==> src/rtl/sio_dmu_pkt_mon.sv <==
// SIU->DMU outbound packet monitor: decodes headers, tracks payload beats, counts packets and flags protocol errors.
// Optional per-lane parity checker on payload beats is compiled in with SIO_DMU_MON_PARITY_CHK_EN.
module sio_dmu_pkt_mon #(
    parameter int DATA_W  = 128,
    parameter int PAR_W   = DATA_W / 16,
    parameter int BEATS   = 4,
    parameter int TYPE_HI = 127,
    parameter int TAG_LO  = 64,
    parameter int CNT_W   = 16,
    localparam int BIDX_W = $clog2(BEATS) + 1
) (
    input  logic              iol2clk,
    input  logic              rst_l,
    input  logic              mon_en,
    input  logic              err_clr,
    input  logic              sio_dmu_hdr_vld,
    input  logic              sio_dmu_datareq,
    input  logic [DATA_W-1:0] sio_dmu_data,
    input  logic [PAR_W-1:0]  sio_dmu_parity,
    output logic              pkt_done,
    output logic              pkt_has_data,
    output logic [5:0]        pkt_type,
    output logic [15:0]       pkt_tag,
    output logic              beat_vld,
    output logic [BIDX_W-1:0] beat_idx,
    output logic [CNT_W-1:0]  pkt_cnt,
    output logic              err_overlap,
    output logic              err_orphan,
    output logic              parity_err,
    output logic [CNT_W-1:0]  parity_err_cnt
);

    typedef enum logic {
        ST_IDLE    = 1'b0,
        ST_PAYLOAD = 1'b1
    } state_t;

    state_t             state_q;
    logic [BIDX_W-1:0]  beat_cnt_q;
    logic               pkt_done_q;
    logic               has_data_q;
    logic [5:0]         type_q;
    logic [15:0]        tag_q;
    logic [CNT_W-1:0]   pkt_cnt_q;
    logic               err_overlap_q;
    logic               err_orphan_q;

    logic in_idle;
    logic in_payload;
    logic last_beat;
    logic hdr_acc;
    logic done_d;
    logic overlap_d;
    logic orphan_d;

    // All event decodes are qualified by mon_en so a disabled monitor is fully quiet.
    assign in_idle    = mon_en && (state_q == ST_IDLE);
    assign in_payload = mon_en && (state_q == ST_PAYLOAD);
    assign last_beat  = (beat_cnt_q == BIDX_W'(BEATS - 1));
    assign hdr_acc    = in_idle && sio_dmu_hdr_vld;
    assign done_d     = (hdr_acc && !sio_dmu_datareq) || (in_payload && last_beat);
    assign overlap_d  = in_payload && sio_dmu_hdr_vld;
    assign orphan_d   = in_idle && !sio_dmu_hdr_vld && sio_dmu_datareq;

    always_ff @(posedge iol2clk or negedge rst_l) begin
        if (!rst_l) begin
            state_q       <= ST_IDLE;
            beat_cnt_q    <= '0;
            pkt_done_q    <= 1'b0;
            has_data_q    <= 1'b0;
            type_q        <= '0;
            tag_q         <= '0;
            pkt_cnt_q     <= '0;
            err_overlap_q <= 1'b0;
            err_orphan_q  <= 1'b0;
        end else begin
            pkt_done_q <= done_d;

            if (!mon_en) begin
                state_q    <= ST_IDLE;
                beat_cnt_q <= '0;
            end else begin
                case (state_q)
                    ST_IDLE: begin
                        if (sio_dmu_hdr_vld) begin
                            type_q     <= sio_dmu_data[TYPE_HI -: 6];
                            tag_q      <= sio_dmu_data[TAG_LO +: 16];
                            has_data_q <= sio_dmu_datareq;
                            beat_cnt_q <= '0;
                            if (sio_dmu_datareq) begin
                                state_q <= ST_PAYLOAD;
                            end
                        end
                    end
                    ST_PAYLOAD: begin
                        // A header arriving here is an overlap error; the beat still counts.
                        if (last_beat) begin
                            state_q    <= ST_IDLE;
                            beat_cnt_q <= '0;
                        end else begin
                            beat_cnt_q <= beat_cnt_q + BIDX_W'(1);
                        end
                    end
                    default: begin
                        state_q    <= ST_IDLE;
                        beat_cnt_q <= '0;
                    end
                endcase
            end

            // Clear has priority over any same-cycle set or increment.
            if (err_clr) begin
                err_overlap_q <= 1'b0;
                err_orphan_q  <= 1'b0;
                pkt_cnt_q     <= '0;
            end else begin
                if (overlap_d) begin
                    err_overlap_q <= 1'b1;
                end
                if (orphan_d) begin
                    err_orphan_q <= 1'b1;
                end
                if (done_d && (pkt_cnt_q != {CNT_W{1'b1}})) begin
                    pkt_cnt_q <= pkt_cnt_q + CNT_W'(1);
                end
            end
        end
    end

    assign pkt_done     = pkt_done_q;
    assign pkt_has_data = has_data_q;
    assign pkt_type     = type_q;
    assign pkt_tag      = tag_q;
    assign beat_vld     = in_payload;
    assign beat_idx     = in_payload ? beat_cnt_q : '0;
    assign pkt_cnt      = pkt_cnt_q;
    assign err_overlap  = err_overlap_q;
    assign err_orphan   = err_orphan_q;

`ifdef SIO_DMU_MON_PARITY_CHK_EN
    logic [PAR_W-1:0] lane_bad;
    logic             par_fail;
    logic             par_err_q;
    logic [CNT_W-1:0] par_cnt_q;

    for (genvar i = 0; i < PAR_W; i++) begin : g_lane
        assign lane_bad[i] = sio_dmu_parity[i] ^ (^sio_dmu_data[16*i +: 16]);
    end

    // Only payload beats are checked; header cycles are never in_payload.
    assign par_fail = in_payload && (|lane_bad);

    always_ff @(posedge iol2clk or negedge rst_l) begin
        if (!rst_l) begin
            par_err_q <= 1'b0;
            par_cnt_q <= '0;
        end else begin
            par_err_q <= par_fail;
            if (err_clr) begin
                par_cnt_q <= '0;
            end else if (par_fail && (par_cnt_q != {CNT_W{1'b1}})) begin
                par_cnt_q <= par_cnt_q + CNT_W'(1);
            end
        end
    end

    assign parity_err     = par_err_q;
    assign parity_err_cnt = par_cnt_q;
`else
    logic unused_par_inputs;
    assign unused_par_inputs = (^sio_dmu_parity) ^ (^sio_dmu_data);
    assign parity_err        = 1'b0;
    assign parity_err_cnt    = '0;
`endif

endmodule

==> config.mk <==
export PLATFORM = sky130hd
export DESIGN_NAME = sio_dmu_pkt_mon
export DESIGN_NICKNAME = d
export VERILOG_FILES = /design/src/rtl/sio_dmu_pkt_mon.sv
export SDC_FILE = /design/constraint.sdc
export NUM_CORES = 1
export LEC_CHECK = 0
export CORE_MARGIN = 1.5
export CORE_UTILIZATION = 32
export CTS_BUF_LIST = sky130_fd_sc_hd__clkbuf_8
export DETAILED_ROUTE_END_ITERATION = 10
export PLACE_DENSITY = 0.91
export SYNTH_ARGS = -nofsm -noshare
export SYNTH_HDL_FRONTEND = slang
export SYNTH_SLANG_ARGS = --single-unit
==> constraint.sdc <==
create_clock -name iol2clk -period 2.2 [get_ports iol2clk]
set_input_delay 0.44 -clock iol2clk [delete_from_list [all_inputs] [get_ports iol2clk]]
set_output_delay 0.44 -clock iol2clk [all_outputs]
set_load 0.02 [all_outputs]
After elaboration in Yosys (flattened, before gate mapping)
Index checks and enable logic that the tools add are counted.
{"block": "totals", "wordCells": 47, "regBits": 46}
{"block": "op_classes", "n_eq_ne": 3, "n_addsub": 2, "bitwise_logic": 1, "n_reduce_logical": 16, "mux": 16}
{"cell": "two-way mux 16 bit", "count": 2}
{"cell": "adder 16 x 1 -> 16 bit, second input constant", "count": 1}
{"cell": "inequality test 16 bit, second input constant", "count": 1}
{"cell": "two-way mux 3 bit", "count": 4}
{"cell": "logical AND 1 bit", "count": 9}
{"cell": "two-way mux 1 bit", "count": 8}
{"cell": "one-hot mux 3 bit (2 select lines)", "count": 1}
{"cell": "nonzero test 2 bit", "count": 3}
{"cell": "adder 3 x 1 -> 3 bit, second input constant", "count": 1}
{"cell": "equality test 3 x 2 -> 1 bit, second input constant", "count": 1}
{"cell": "inequality test 3 bit, second input constant", "count": 1}
{"cell": "AND reduction 3 bit", "count": 1}
{"cell": "zero test 1 bit", "count": 2}
{"cell": "one-hot mux 1 bit (2 select lines)", "count": 1}
{"cell": "logical OR 1 bit", "count": 1}
{"cell": "inverter 1 bit", "count": 1}

Logic depth before layout (Yosys ltp)
{"block": "logic_depth", "word_depth": 8, "depth_mapped": 5, "ltp_nobuf": 5}

Worst setup path before layout
No wires, ideal clock.
{"block": "synth_path", "kind": "register to register", "startpoint": "register pkt_cnt_q[0] (netlist: pkt_cnt[0])", "endpoint": "register pkt_cnt_q[15] (netlist: pkt_cnt[15])", "stages_incl_launch_ff": 6, "t_arrival_ps": 1974, "setup_time_ps": 78, "setup_slack_ps": 148, "path_buffers": 0, "cell_sequence": "dfrtp_1 -> ha_1 -> and4_4 -> a2111o_1 -> or4_1 -> a21oi_1"}
{"block": "synth_via", "elab_chain_cells": 3, "word_cells_on_any_way": 6}
{"element": "start: declaration", "line_no": "44", "text": "logic [CNT_W-1:0] pkt_cnt_q;"}
{"element": "start signal: assignment", "line_no": "124", "text": "pkt_cnt_q <= pkt_cnt_q + CNT_W'(1);"}
{"element": "adder 16 x 1 -> 16 bit / inequality test 16 bit (equally long branches)", "line_no": "124, 123"}
{"element": "two-way mux 16 bit / logical AND 1 bit (equally long branches)", "line_no": "123", "text": "if (done_d && (pkt_cnt_q != {CNT_W{1'b1}})) begin"}
{"element": "two-way mux 16 bit / nonzero test 2 bit (equally long branches)"}
Parallel ways exist; a longest one is shown, timed or not. The select of a mux whose other input is x is not followed.
A chain may end at the register's enable or synchronous reset.

Worst setup path in the final report
Ends and elaborated chain as after synthesis.

==> impl_metrics.ini <==
[power_and_ir_drop]
pwr_density_cell_nw_per_um2 = 634
vdd_ir_drop_max_uv = 366
cellLeakagePower_nw = 1.35

[sta]
final_report_hold_violation_count = 0
worst_slew_pin_slew_ps = 597
timing.clock.skew_ps = 8.80
maxClockFrequency_mhz = 494
period_utilisation_layout_pct = 92.1
timing.max_slew.rel_slack_pct = 60.2
finalMaxSlewViolations = 0
setup_viol = 0
grt_setup_unrepaired = false
worst_hold_slack_ps = 224
final_period_minus_worst_setup_slack_ps = 2030

[setup_path]
slowest_stage = or4_1
crit_arrival_ps = 2250
crit_path_cell_trace = ha_1 > and4_4 > a2111o_1 > or4_1 > a21oi_1
worstPathMaxFanout = 6
crit-reg2reg-capture = pkt_cnt[15]$_DFFE_PN0P_
setup.reg_to_reg.worst_slack_ps = 170
critical_path.max_stage_delay_ps = 490
cp_data_required_time_ps = 2420
crit_path_end_kind = register
crit_path_start_kind = register
r2r.worst_path.cells = 5
regToRegStartpoint = pkt_cnt[0]$_DFFE_PN0P_
critPathKind = reg -> reg

[clock_tree]
post-cts-setup-buffers = 0
cts.clk_slew.worst_paths_ps = 90
clock_path_buffers = 2
cts_tree = built
numCtsBuffers = 5
worst_skew_pair.late_latency_ps = 300
cts_root_buffer = clkbuf_8
cts_sink_count = 46
ctsHtreeMaxLevel = 2

[yosys]
synthArstFlopShare_pct = 100
ys_seq_elements = 46
post_synth_num_cell_types = 37
netlist_instances = 204
synth_edf_count = 0
syn_area_per_cell_sq_um = 11.2
syn-cell-area_sq_um = 2280
synth.largest_area_cell = dfrtp_1
synth.area.top_cells = dfrtp_1 (50%), mux2_2 (14%), buf_4 (5.6%)
ys_dominant_reg_cell = dfrtp_1
yosysWarnings = 0
synth_seq_area_share_pct = 50.4
synth_top_area_share_pct = 50.4

[global_routing]
grt_first_pass_wirelength_um = 8570
via_count_of_the_first_global_routing_pass = 1763
overflow = 0
grt_util_all_layers_pct = 14.3
grt_max_degree = 47
number_of_antenna_violations_at_the_first_check_in_global_routing = 0

[floorplanning]
floorplan.die_area_sq_um = 7660
chipWidth_um = 87.5
pin_count = 205
start_util_pct = 33.4
fp.coreArea_sq_um = 6830
die_h_um = 87.5
row_count = 30

[finish]
drive_gt1_share_pct = 19.9
leading_cell_type_in_the_layout_fill_and_taps_excluded = clkdlybuf4s50_1
syn2layout_area_growth_pct = 41.8
stdcell_count = 387
layout_common_cells = clkdlybuf4s50_1 (70), dfrtp_1 (45), mux2_2 (29)
fin_nets = 434
antenna_cells_inserted = 0

[route]
post_detailed_route_wirelength_per_cell_um = 13.8
drt_drc_violations_left = 0
drt.antenna.violating_nets = 0
drt_first_pass_iters = 4
post_drt_via_cell_ratio = 4.66
drtIter0Drc = 82
wl_um = 5360
route.vias.total = 1805

[placement]
place.detailed.instances = 379
finalWeightedCongestion = 0.809
post_dp_hpwl_um = 3990
io_buffers = 73

[job]
timing.max_cap.violations = 0

[min_path]
timing.hold.worst.class = in -> async

[status]
run_status = complete, no violations
## report_power, final
| part | leakage [nW] | internal, mW | switching [mW] |
|---|---|---|---|
| logic | 0.716 | 0.270 | 0.258 |
| registers | 0.588 | 0.932 | 0.0495 |
| clock network | 0.0447 | 0.230 | 0.313 |
## synth_stat cells (2+ instances only)
master,n
a21oi_1,11
inv_1,6
o21ai_0,3
ha_1,2
dfrtp_1,46
o31ai_1,5
clkbuf_1,3
buf_4,17
nor3b_1,2
nand4_1,2
nand3_1,5
nor2_1,12
nand2_1,9
nor3_1,4
nand2b_1,2
or3_1,2
buf_1,2
nor4_1,4
a211oi_1,3
and3_1,5
or4_1,5
mux2_2,29
nor2b_1,11
## flip-flops by register name (all words and copies together) (netlist names)
name,cells
beat_cnt_q,3
pkt_cnt,16
pkt_tag,16
pkt_type,6
pkt_has_data,1
err_overlap,1
err_orphan,1
state_q,1
pkt_done,1
## worst max-delay path by stage
stage	startpoint	end	slack, ps	cells past startpoint
after floorplan	pkt_cnt[0]$_DFFE_PN0P_	pkt_cnt[15]$_DFFE_PN0P_	150	5
after CTS	state_q$_DFF_PN0_	beat_idx[2]	80	2
final	pkt_cnt[0]$_DFFE_PN0P_	pkt_cnt[15]$_DFFE_PN0P_	170	5
after global routing	pkt_cnt[0]$_DFFE_PN0P_	pkt_cnt[14]$_DFFE_PN0P_	70	5
after detailed placement	mon_en	pkt_cnt[11]$_DFFE_PN0P_	-240	5
after global placement	mon_en	pkt_cnt[11]$_DFFE_PN0P_	-160	5
## metrics by stage
step           setup TNS, ps  util [%]  area (sq um)  total power [mW]  worst slack [ps]
6_report                   0      47.4          3240              2.05               175
5_1_grt                    0      47.4          3240              2.15              68.7
4_1_cts                    0      47.4          3240              2.08              75.9
3_5_place_dp           -1750      46.1          3150              1.53              -241
3_3_place_gp           -1010      46.1          3150              1.51              -160
2_1_floorplan              0         -          2340              1.26               148
## layout make-up
| cell class | count | area, sq um |
|---|---|---|
| clock inverters | 3 | 25.0 |
| well taps | 96 | 120 |
| multi-input cells | 146 | 1020 |
| flip-flops and latches | 46 | 1150 |
| fillers | 625 | 3590 |
| repair buffers | 85 | 826 |
| clock buffers | 5 | 68.8 |
| inverters | 6 | 22.5 |
## kinds of logic after synthesis
logic type,count (synthesis),share of synthesized area [%]
other,1,0.164
adders and majority gates,2,1.10
AOI/OAI and AO/OA,29,9.15
and+or+nand+nor,68,17.1
buffers and inverters,28,7.39
muxes,30,14.7
DFF,46,50.4
## timing repair
action,in CTS,in global routing
hold buffers,0,0
resized for setup,2,1
endpoints found under the setup margin,4,1
## worst max-delay path, delay by kind of cell, from the launching register on
| kind | cells | cell delay (ps) |
|---|---|---|
| AO/OA/AOI/OAI | 2 | 600 |
| adder cells (fa/ha/maj) | 1 | 250 |
| flip-flops | 1 | 390 |
| AND/OR/NAND/NOR | 2 | 710 |
## per-layer routing
layer | GRT usage, % | part of all wire [%] | up-vias
met5 | 0 | 0 | -
met2 | 24.8 | 54 | 44
met3 | 3.89 | 4.3 | 6
li1 | - | - | 872
met1 | 17.3 | 40 | 883
met4 | 4.18 | 1.3 | 0
No activity file was read; power rests on OpenSTA's default activity.
